--- src/rtl/pipe_ctrl.sv ---
// Pipeline hazard controller: arbitrates ex/irq redirects, defers blocked ex jumps,
// and drives per-stage stall/flush vectors plus a sticky hold-timeout flag.
module pipe_ctrl #(
  parameter int ADDR_W       = 32,
  parameter int NUM_STAGES   = 4,
  parameter int JUMP_STAGE   = 2,
  parameter int FLUSH_DEPTH  = 2,
  parameter int FLUSH_CYCLES = 1,
  parameter int HOLD_TIMEOUT = 1024
) (
  input  logic                  clk,
  input  logic                  rst_n,
  input  logic                  jump_en_i,
  input  logic [ADDR_W-1:0]     jump_addr_i,
  input  logic                  irq_jump_en_i,
  input  logic [ADDR_W-1:0]     irq_jump_addr_i,
  input  logic [NUM_STAGES-1:0] hold_req_i,
  output logic                  jump_en_o,
  output logic [ADDR_W-1:0]     jump_addr_o,
  output logic [NUM_STAGES-1:0] hold_o,
  output logic [NUM_STAGES-1:0] flush_o,
  output logic                  hold_flag_o,
  output logic                  hold_timeout_o
);

  localparam int CW = $clog2(FLUSH_CYCLES + 1);
  localparam int TW = (HOLD_TIMEOUT > 0) ? $clog2(HOLD_TIMEOUT + 1) : 1;
  localparam logic [CW-1:0] FLUSH_LOAD = CW'(FLUSH_CYCLES);
  localparam logic [TW-1:0] TMAX       = TW'(HOLD_TIMEOUT);

  typedef enum logic {IDLE, FLUSH} state_t;

  state_t            state_q, state_d;
  logic [CW-1:0]     fcnt_q, fcnt_d;
  logic              pend_valid_q, pend_valid_d;
  logic              pend_irq_q, pend_irq_d;
  logic [ADDR_W-1:0] pend_addr_q, pend_addr_d;
  logic              jump_en_q, jump_en_d;
  logic [ADDR_W-1:0] jump_addr_q, jump_addr_d;
  logic [TW-1:0]     tcnt_q, tcnt_d;
  logic              timeout_q, timeout_d;

  logic [NUM_STAGES-1:0] hold_any;
  logic                  flush_active;
  logic                  ex_block;
  logic                  cand_valid, cand_irq, blocked, accept;
  logic [ADDR_W-1:0]     cand_addr;

  assign flush_active = (fcnt_q != '0);
  assign ex_block     = |hold_req_i[NUM_STAGES-1:JUMP_STAGE];

  // A stage stalls whenever it or anything downstream of it stalls; flush overrides.
  generate
    for (genvar gi = 0; gi < NUM_STAGES; gi++) begin : g_stage
      assign hold_any[gi] = |hold_req_i[NUM_STAGES-1:gi];
      if (gi < FLUSH_DEPTH) begin : g_fl
        assign flush_o[gi] = flush_active;
      end else begin : g_nofl
        assign flush_o[gi] = 1'b0;
      end
      assign hold_o[gi] = hold_any[gi] & ~flush_o[gi];
    end
  endgenerate

  assign hold_flag_o    = (|hold_o) | (|flush_o);
  assign jump_en_o      = jump_en_q;
  assign jump_addr_o    = jump_addr_q;
  assign hold_timeout_o = timeout_q;

  always_comb begin
    cand_valid = pend_valid_q;
    cand_irq   = pend_irq_q;
    cand_addr  = pend_addr_q;
    if (irq_jump_en_i) begin
      cand_valid = 1'b1;
      cand_irq   = 1'b1;
      cand_addr  = irq_jump_addr_i;
    end else if (jump_en_i && !(pend_valid_q && pend_irq_q)) begin
      cand_valid = 1'b1;
      cand_irq   = 1'b0;
      cand_addr  = jump_addr_i;
    end
    blocked = cand_valid & ~cand_irq & ex_block;
    accept  = cand_valid & ~blocked;

    pend_valid_d = pend_valid_q;
    pend_irq_d   = pend_irq_q;
    pend_addr_d  = pend_addr_q;
    if (accept) begin
      pend_valid_d = 1'b0;
      pend_irq_d   = 1'b0;
    end else if (blocked) begin
      pend_valid_d = 1'b1;
      pend_irq_d   = cand_irq;
      pend_addr_d  = cand_addr;
    end

    jump_en_d   = accept;
    jump_addr_d = accept ? cand_addr : jump_addr_q;
  end

  always_comb begin
    state_d = state_q;
    fcnt_d  = fcnt_q;
    case (state_q)
      IDLE: begin
        if (accept) begin
          state_d = FLUSH;
          fcnt_d  = FLUSH_LOAD;
        end
      end
      FLUSH: begin
        if (accept) begin
          fcnt_d = FLUSH_LOAD;
        end else if (fcnt_q <= CW'(1)) begin
          state_d = IDLE;
          fcnt_d  = '0;
        end else begin
          fcnt_d = fcnt_q - CW'(1);
        end
      end
      default: begin
        state_d = IDLE;
        fcnt_d  = '0;
      end
    endcase
  end

  // Timeout only observes stalls; saturating count so the flag can never re-arm.
  always_comb begin
    tcnt_d = tcnt_q;
    if (!(|hold_o)) begin
      tcnt_d = '0;
    end else if (tcnt_q != TMAX) begin
      tcnt_d = tcnt_q + TW'(1);
    end
    timeout_d = timeout_q | ((HOLD_TIMEOUT != 0) && (tcnt_d == TMAX));
  end

  always_ff @(posedge clk or negedge rst_n) begin
    if (!rst_n) begin
      state_q      <= IDLE;
      fcnt_q       <= '0;
      pend_valid_q <= 1'b0;
      pend_irq_q   <= 1'b0;
      pend_addr_q  <= '0;
      jump_en_q    <= 1'b0;
      jump_addr_q  <= '0;
      tcnt_q       <= '0;
      timeout_q    <= 1'b0;
    end else begin
      state_q      <= state_d;
      fcnt_q       <= fcnt_d;
      pend_valid_q <= pend_valid_d;
      pend_irq_q   <= pend_irq_d;
      pend_addr_q  <= pend_addr_d;
      jump_en_q    <= jump_en_d;
      jump_addr_q  <= jump_addr_d;
      tcnt_q       <= tcnt_d;
      timeout_q    <= timeout_d;
    end
  end

endmodule

--- config.mk ---
export PLATFORM = sky130hd
export DESIGN_NAME = pipe_ctrl
export DESIGN_NICKNAME = d
export VERILOG_FILES = /design/src/rtl/pipe_ctrl.sv
export SDC_FILE = /design/constraint.sdc
export NUM_CORES = 1
export LEC_CHECK = 0
export BUFFER_PORTS_ARGS = -buffer_cell sky130_fd_sc_hd__buf_2
export CORE_MARGIN = 2
export CORE_UTILIZATION = 40
export CTS_BUF_LIST = sky130_fd_sc_hd__clkbuf_16
export DETAILED_ROUTE_END_ITERATION = 16
export RECOVER_POWER = 100
export SYNTH_ARGS = -nofsm -noshare
export SYNTH_HDL_FRONTEND = slang
export SYNTH_SLANG_ARGS = --single-unit
export TNS_END_PERCENT = 5
--- constraint.sdc ---
create_clock -name clk -period 3.5 [get_ports clk]
set_input_delay 0.875 -clock clk [delete_from_list [all_inputs] [get_ports clk]]
set_output_delay 0.875 -clock clk [all_outputs]
set_load 0.005 [all_outputs]
==> impl_metrics.csv, run 1 <==
group,metric,value,unit
worst_setup_path,critPathBufInv,2,
grt,grt_pass1_vias,3055,
synthesis,synth_edf_count,0,
place,placed_cell_area,4500,um^2
pwr,p_seq_share,45.2,%
floorplan,core-area,9640,um^2
final_layout,antenna_cells,0,
timing,rsz0062_at_grt,"no",
route,via_count,3218,
worst_setup_path,reg2reg_depth,6,
hold_path,hold_depth,2,
route,ant_nets,0,
pwr,p_sw_share,28.4,%
route,route.detailed.drc,0,
worst_setup_path,slowest_delay,0.93,ns
pwr,fin_total_pwr,2.70,mW
synthesis,syn_area,3900,um^2
clock_network,cts_hold_buffers,0,
route,wl_per_cell,13.9,um
place,io_buffers,112,
clock_network,cts_buffers,9,
run_status,status,"complete, but fails checks",
final_layout,nFillCells,965,
timing,setup_viol,0,
worst_setup_path,crit_type,"input pin to flop",
pwr,power_frac_clock,36.1,%
floorplan,start_util,40.5,%
pwr,internal-power,1.94,mW
clock_network,clk_pin_slew,0.06,ns
synthesis,synth_area_per_cell,9.24,um^2
hold_path,hold_path.class,"flop to flop",
worst_setup_path,end_kind,"flop",
grt,track_usage,18.2,%
worst_setup_path,path_cells,"clkbuf_1 -> a21boi_2 -> buf_4 -> mux2i_1 -> nor2_1 -> a21oi_1 -> o21ai_0",
synthesis,syn_inst,422,
floorplan,die_w,103,um
worst_setup_path,arrival,2.96,ns
clock_network,cts_setup_buffers,0,
final_layout,area.growth.synth_to_final,21.7,%
timing,fin_crit_sh,80.2,%
clock_network,cts-resized-gates,0,
worst_setup_path,required,3.66,ns
grt,grt_max_degree,81,
place,hpwl,6050,um
synthesis,synth_cell_types,47,
grt,grt_pass1_wl,14900,um
floorplan,std_cell_rows,36,
floorplan,io_pins,115,
synthesis,synthArstFlopShare,100,%
timing,worstMarginPinSlew,1.95,ns
timing,max_freq,356,MHz
worst_setup_path,critPathMaxFanout,15,
grt,grt.overflow.total,0,
clock_network,numClockSinks,80,
worst_setup_path,crit_family,"compound AO/OA/AOI/OAI gates",
final_layout,fin_nets,590,
synthesis,yosysSeqAreaShare,51.3,%
route,viasPerCell,4.93,
floorplan,die-area,10600,um^2
final_layout,design_area,4750,um^2
worst_setup_path,path_depth,7,
timing,tns,0,ns
worst_setup_path,cp-start-kind,"input pin",
run_status,failed_checks,"capacitance limit, slew limit",
worst_setup_path,cp_slowest_cell,"a21boi_2",
timing,slew_headroom,-30.1,%
timing,hold_viol,0,
clock_network,cts_buffer_depth,2,
timing,whs,0.478,ns
clock_network,h-tree-depth,3,
final_layout,layout_common_cells,"buf_2, dfrtp_1, nand2_1",
floorplan,die_h,103,um
timing,min_period,2.81,ns
clock_network,cts_root_buffer,"clkbuf_16",
pwr,peakVddDrop,0.000254,V
timing,maxSlewViolCount,81,
pwr,switchingPower,0.767,mW
synthesis,ys.flop_type,"dfrtp_1",
clock_network,cts_tree,"done",
pwr,p_per_area,569,nW/um^2
route,drt_iter0_markers,114,
pwr,combPwrFrac,18.6,%
grt,antenna_found_initial,0,
synthesis,ys_seq_elements,80,
route,firstDrtPassIters,4,
final_layout,drive_gt1_share,22.1,%
pwr,leakagePower,2.27,nW
flow_run,drv_cap,1,
place,place_congestion,0.777,
timing,fin_worst_skew,0.00811,ns
final_layout,final_common_cell,"buf_2",
route,drt-total-wl,9060,um
synthesis,yosys_warnings,0,
clock_network,clk_latency,0.33,ns
synth_stat cells, drive strengths merged (2+ instances only):
cell,n,area (um^2)
a31oi,2,12.5
nand3,6,35.0
dfrtp,80,2000
nor2,48,180
o21ai,65,325
clkbuf,14,62.6
a211oi,2,20.0
nor3,2,10.0
nor4b,2,17.5
mux2i,32,320
ha,2,25.0
inv,6,22.5
and2b,3,25.0
o21a,2,15.0
nand4,3,18.8
nand2,66,258
and3,3,20.0
a21oi,37,185
o31ai,2,15.0
xor2,2,17.5
nand2b,2,12.5
buf,22,141
xnor2,6,52.6
kinds of logic after synthesis:
family,after synthesis,synth area share [%]
flip-flops,80,51.3
XOR/XNOR,8,1.80
buffers and inverters,42,5.80
adder cells (fa/ha/maj),2,0.641
other,1,0.0961
AND/OR/NAND/NOR,141,16.0
AO/OA/AOI/OAI,116,16.1
multiplexers,32,8.21
stage by stage:
step | instances | utilization, % | setup slack [ns]
2_1_floorplan | 423 | - | 1.29
3_3_place_gp | 638 | 46.7 | 0.765
3_5_place_dp | 638 | 46.7 | 0.698
4_1_cts | 653 | 49.9 | 0.865
5_1_grt | 653 | 49.2 | 0.419
6_report | 653 | 49.2 | 0.694
sequential cells by signal, indices dropped and copies added (netlist names):
register / flops
fcnt_q: 1
hold_timeout_o: 1
jump_addr_o: 32
jump_en_o: 1
pend_addr_q: 32
pend_irq_q: 1
pend_valid_q: 1
tcnt_q: 11
cell type report:
type	count	area (um^2)	share of cell area (%)
clock inverters	6	85.1	1.79
flip-flops and latches	80	2000	42.2
repair buffers	118	559	11.8
clock buffers	9	225	4.74
inverters	6	22.5	0.474
multi-input cells	301	1690	35.5
well taps	133	166	3.51
path summary, 6_finish.rpt:
check / slack (ns) / to / from
worst min-delay path: 0.48 / pend_addr_q[15] / pend_addr_q[15]
min in group asynchronous: 1.10 / pend_addr_q[11] / rst_n
worst max-delay path: 0.69 / pend_addr_q[11] / jump_en_i
worst min register to register: 0.48 / pend_addr_q[15] / pend_addr_q[15]
worst max register to register: 1.02 / pend_addr_q[11] / pend_valid_q
max in group asynchronous: 1.26 / jump_addr_o[21] / rst_n
power groups by stage:
stage / Combinational, mW / Clock [mW] / Sequential [mW]
after floorplan: 0.360 / 0 / 1.20
after global placement: 0.517 / 0 / 1.23
after detailed placement: 0.532 / 0 / 1.23
after CTS: 0.532 / 1.00 / 1.22
after global routing: 0.591 / 1.05 / 1.24
final: 0.504 / 0.977 / 1.22
worst reg2reg max path: cells and delay by family (launching register included):
| kind | cells | cell delay [ns] |
|---|---|---|
| flops | 1 | 0.45 |
| compound gates | 3 | 1.22 |
| simple gates | 1 | 0.05 |
| buf+inv | 1 | 0.37 |
| mux | 1 | 0.21 |
layer usage:
metal | vias up | track usage (%) | share of wire (%)
li1 | 1613 | - | -
met1 | 1512 | 24.4 | 47
met2 | 86 | 29.0 | 47
met3 | 7 | 5.36 | 5.4
met4 | 0 | 4.86 | 0.82
met5 | - | 0 | 0
No activity file was read; power rests on OpenSTA's default activity.
==> inputs of run 2 (changes only) <==
ABC_AREA = 1   (was not set)
PLACE_DENSITY = 0.66   (was not set)
clock period = 2.3 ns   (was 3.5 ns; I/O delays follow)
==> impl_metrics.csv, run 2 <==
group,metric,value,unit
run_status,status,"finished clean",
timing,slew_headroom,39.7,%
grt,grt_pass1_wl,17700,um
clock_network,cts_hold_buffers,0,
timing,hold_viol,0,
clock_network,cts_tree,"done",
timing,worstMarginPinSlew,0.904,ns
worst_setup_path,critPathBufInv,2,
clock_network,clk_pin_slew,0.06,ns
synthesis,yosys-top-cells-area,"dfrtp_1, nand2_1, inv_1",
worst_setup_path,crit_top_cell,"nand2_1",
synthesis,synthArstFlopShare,100,%
pwr,power_frac_clock,39.1,%
clock_network,numClockSinks,80,
route,wl_per_cell,12.6,um
pwr,internal-power,3.04,mW
synthesis,ys.flop_type,"dfrtp_1",
grt,track_usage,19.7,%
pwr,p_per_area,843,nW/um^2
synthesis,synth_cell_types,25,
clock_network,cts_setup_buffers,0,
synthesis,syn_inst,564,
pwr,leakagePower,2.75,nW
grt,grt.overflow.total,0,
final_layout,design_area,5070,um^2
pwr,switchingPower,1.24,mW
synthesis,synth_edf_count,0,
route,route.detailed.drc,0,
worst_setup_path,required,2.49,ns
final_layout,fin_nets,744,
worst_setup_path,crit_type,"flop to flop",
final_layout,layout_common_cells,"nand2_1, buf_2, dfrtp_1",
floorplan,core-area,9860,um^2
clock_network,clk_latency,0.33,ns
synthesis,synth_area_per_cell,7.25,um^2
final_layout,nFillCells,992,
synthesis,yosys_warnings,0,
route,drt_iter0_markers,225,
pwr,p_seq_share,41.8,%
timing,maxSlewViolCount,0,
worst_setup_path,crit_family,"simple AND/OR/NAND/NOR gates",
synthesis,synth_top_area_cell,"dfrtp_1",
final_layout,antenna_cells,0,
clock_network,cts_root_buffer,"clkbuf_16",
timing,max_freq,547,MHz
timing,fin_worst_skew,0.00858,ns
synthesis,yosysMostFrequentCell,"nand2_1",
synthesis,yosys-top-cells-count,"nand2_1, dfrtp_1, inv_1, nor2_1, a31oi_1",
grt,grt_max_degree,37,
pwr,combPwrFrac,19.1,%
timing,min_period,1.83,ns
flow_run,drv_cap,0,
route,drt-total-wl,10200,um
timing,setup_viol,0,
timing,fin_crit_sh,79.5,%
final_layout,area.growth.synth_to_final,24.0,%
worst_setup_path,slowest_delay,0.49,ns
floorplan,die-area,11100,um^2
route,via_count,3862,
synthesis,ys_seq_elements,80,
grt,use_met2,33.0,%
worst_setup_path,end_kind,"flop",
floorplan,std_cell_rows,36,
timing,rsz0062_at_grt,"no",
pwr,fin_total_pwr,4.28,mW
worst_setup_path,cp_slowest_cell,"clkbuf_2",
grt,groute.layer.met1.usage,25.4,%
grt,grt_pass1_vias,3800,
synthesis,syn_area,4090,um^2
route,ant_nets,0,
final_layout,final_common_cell,"nand2_1",
route,viasPerCell,4.78,
synthesis,synth_top_area_share,48.9,%
place,hpwl,7250,um
place,place_congestion,0.814,
route,firstDrtPassIters,4,
worst_setup_path,arrival,2.02,ns
clock_network,cts_buffer_depth,2,
clock_network,h-tree-depth,3,
synthesis,yosysSeqAreaShare,48.9,%
floorplan,io_pins,115,
floorplan,die_h,105,um
grt,grt.busiest_layer,"met2",
place,io_buffers,112,
worst_setup_path,critPathMaxFanout,29,
clock_network,cts_buffers,9,
final_layout,drive_gt1_share,18.5,%
hold_path,hold_path.class,"input pin to asynchronous set/reset pin",
pwr,p_sw_share,28.9,%
timing,tns,0,ns
worst_setup_path,cp-start-kind,"flop",
floorplan,start_util,41.5,%
grt,gr-usage-met3,5.55,%
worst_setup_path,path_cells,"nand2_1 -> nand2_1 -> inv_1 -> nor2_1 -> nor4_4 -> clkbuf_2 -> o21ai_0",
grt,antenna_found_initial,0,
pwr,peakVddDrop,0.000426,V
place,placed_cell_area,4770,um^2
floorplan,die_w,105,um
clock_network,cts-resized-gates,0,
==> run 2: cell types whose count changed in the layout (fill, tap and decap cells not counted), sizes merged, moves of 13 or more <==
cell and change:
a21oi -36, a31oi +30, o21ai -30, buf +13, nand3 +13, mux2i -32
inv +61, nand2 +167
==> run 2: per-stage QoR <==
step | worst slack [ns] | hold slack (ns) | cells | util (%)
final | 0.472 | 0.358 | 808 | 51.4
after global routing | 0.220 | 0.415 | 808 | 51.4
after CTS | 0.467 | 0.203 | 808 | 52.0
after detailed placement | 0.304 | 0.454 | 792 | 48.4
after global placement | 0.360 | 0.444 | 792 | 48.4
after floorplan | 0.645 | 0.279 | 565 | -
==> run 2: logic make-up (layout without fill, tap and decap cells) <==
kind of cell | after synthesis | count (layout) | synth area share, %
buf+inv | 98 | 208 | 10.2
compound gates | 68 | 68 | 9.30
xor+xnor | 1 | 1 | 0.214
other cells | 1 | 2 | 0.0917
flops | 80 | 80 | 48.9
simple gates | 314 | 314 | 30.6
fa+ha+maj | 2 | 2 | 0.612
==> run 2: power groups by stage <==
| stage | logic (mW) | registers [mW] | clock network [mW] |
|---|---|---|---|
| after detailed placement | 0.852 | 1.80 | 0 |
| after global placement | 0.826 | 1.80 | 0 |
| final | 0.815 | 1.79 | 1.67 |
| after floorplan | 0.521 | 1.79 | 0 |
| after CTS | 0.855 | 1.79 | 1.71 |
| after global routing | 0.954 | 1.82 | 1.77 |
==> run 2: path summary, 6_finish.rpt <==
path / depth (start not counted) / slack [ns] / to / start
max: 7 / 0.47 / pend_addr_q[2] / pend_valid_q
min: 1 / 0.36 / jump_addr_o[13] / rst_n
max reg2reg: 7 / 0.47 / pend_addr_q[2] / pend_valid_q
min reg2reg: 2 / 0.47 / jump_addr_o[30] / jump_addr_o[30]
max in group asynchronous: 2 / 0.62 / pend_addr_q[30] / rst_n
min in group clk: 2 / 0.44 / pend_irq_q / jump_en_i
==> run 2: layer usage <==
layer / part of all wire [%] / wire [um]
met1: 46 / 4660
met2: 47 / 4780
met3: 6.6 / 669
met4: 0.81 / 83
met5: 0 / 0
==> run 2: worst reg2reg max path, delay by kind of cell (launching register included) <==
family	cells	cell delay (ns)
compound gates	1	0.14
flops	1	0.40
simple gates	4	0.59
buf+inv	2	0.56
==> run 2: layout make-up <==
| cell class | instances | area, um^2 | area share, % |
|---|---|---|---|
| clock buffer | 9 | 225 | 4.44 |
| clock inverter | 7 | 126 | 2.49 |
| inverter | 65 | 244 | 4.81 |
| multi-input combinational | 387 | 1670 | 32.9 |
| sequential | 80 | 2000 | 39.5 |
| tap | 133 | 166 | 3.28 |
| timing repair buffer | 127 | 639 | 12.6 |
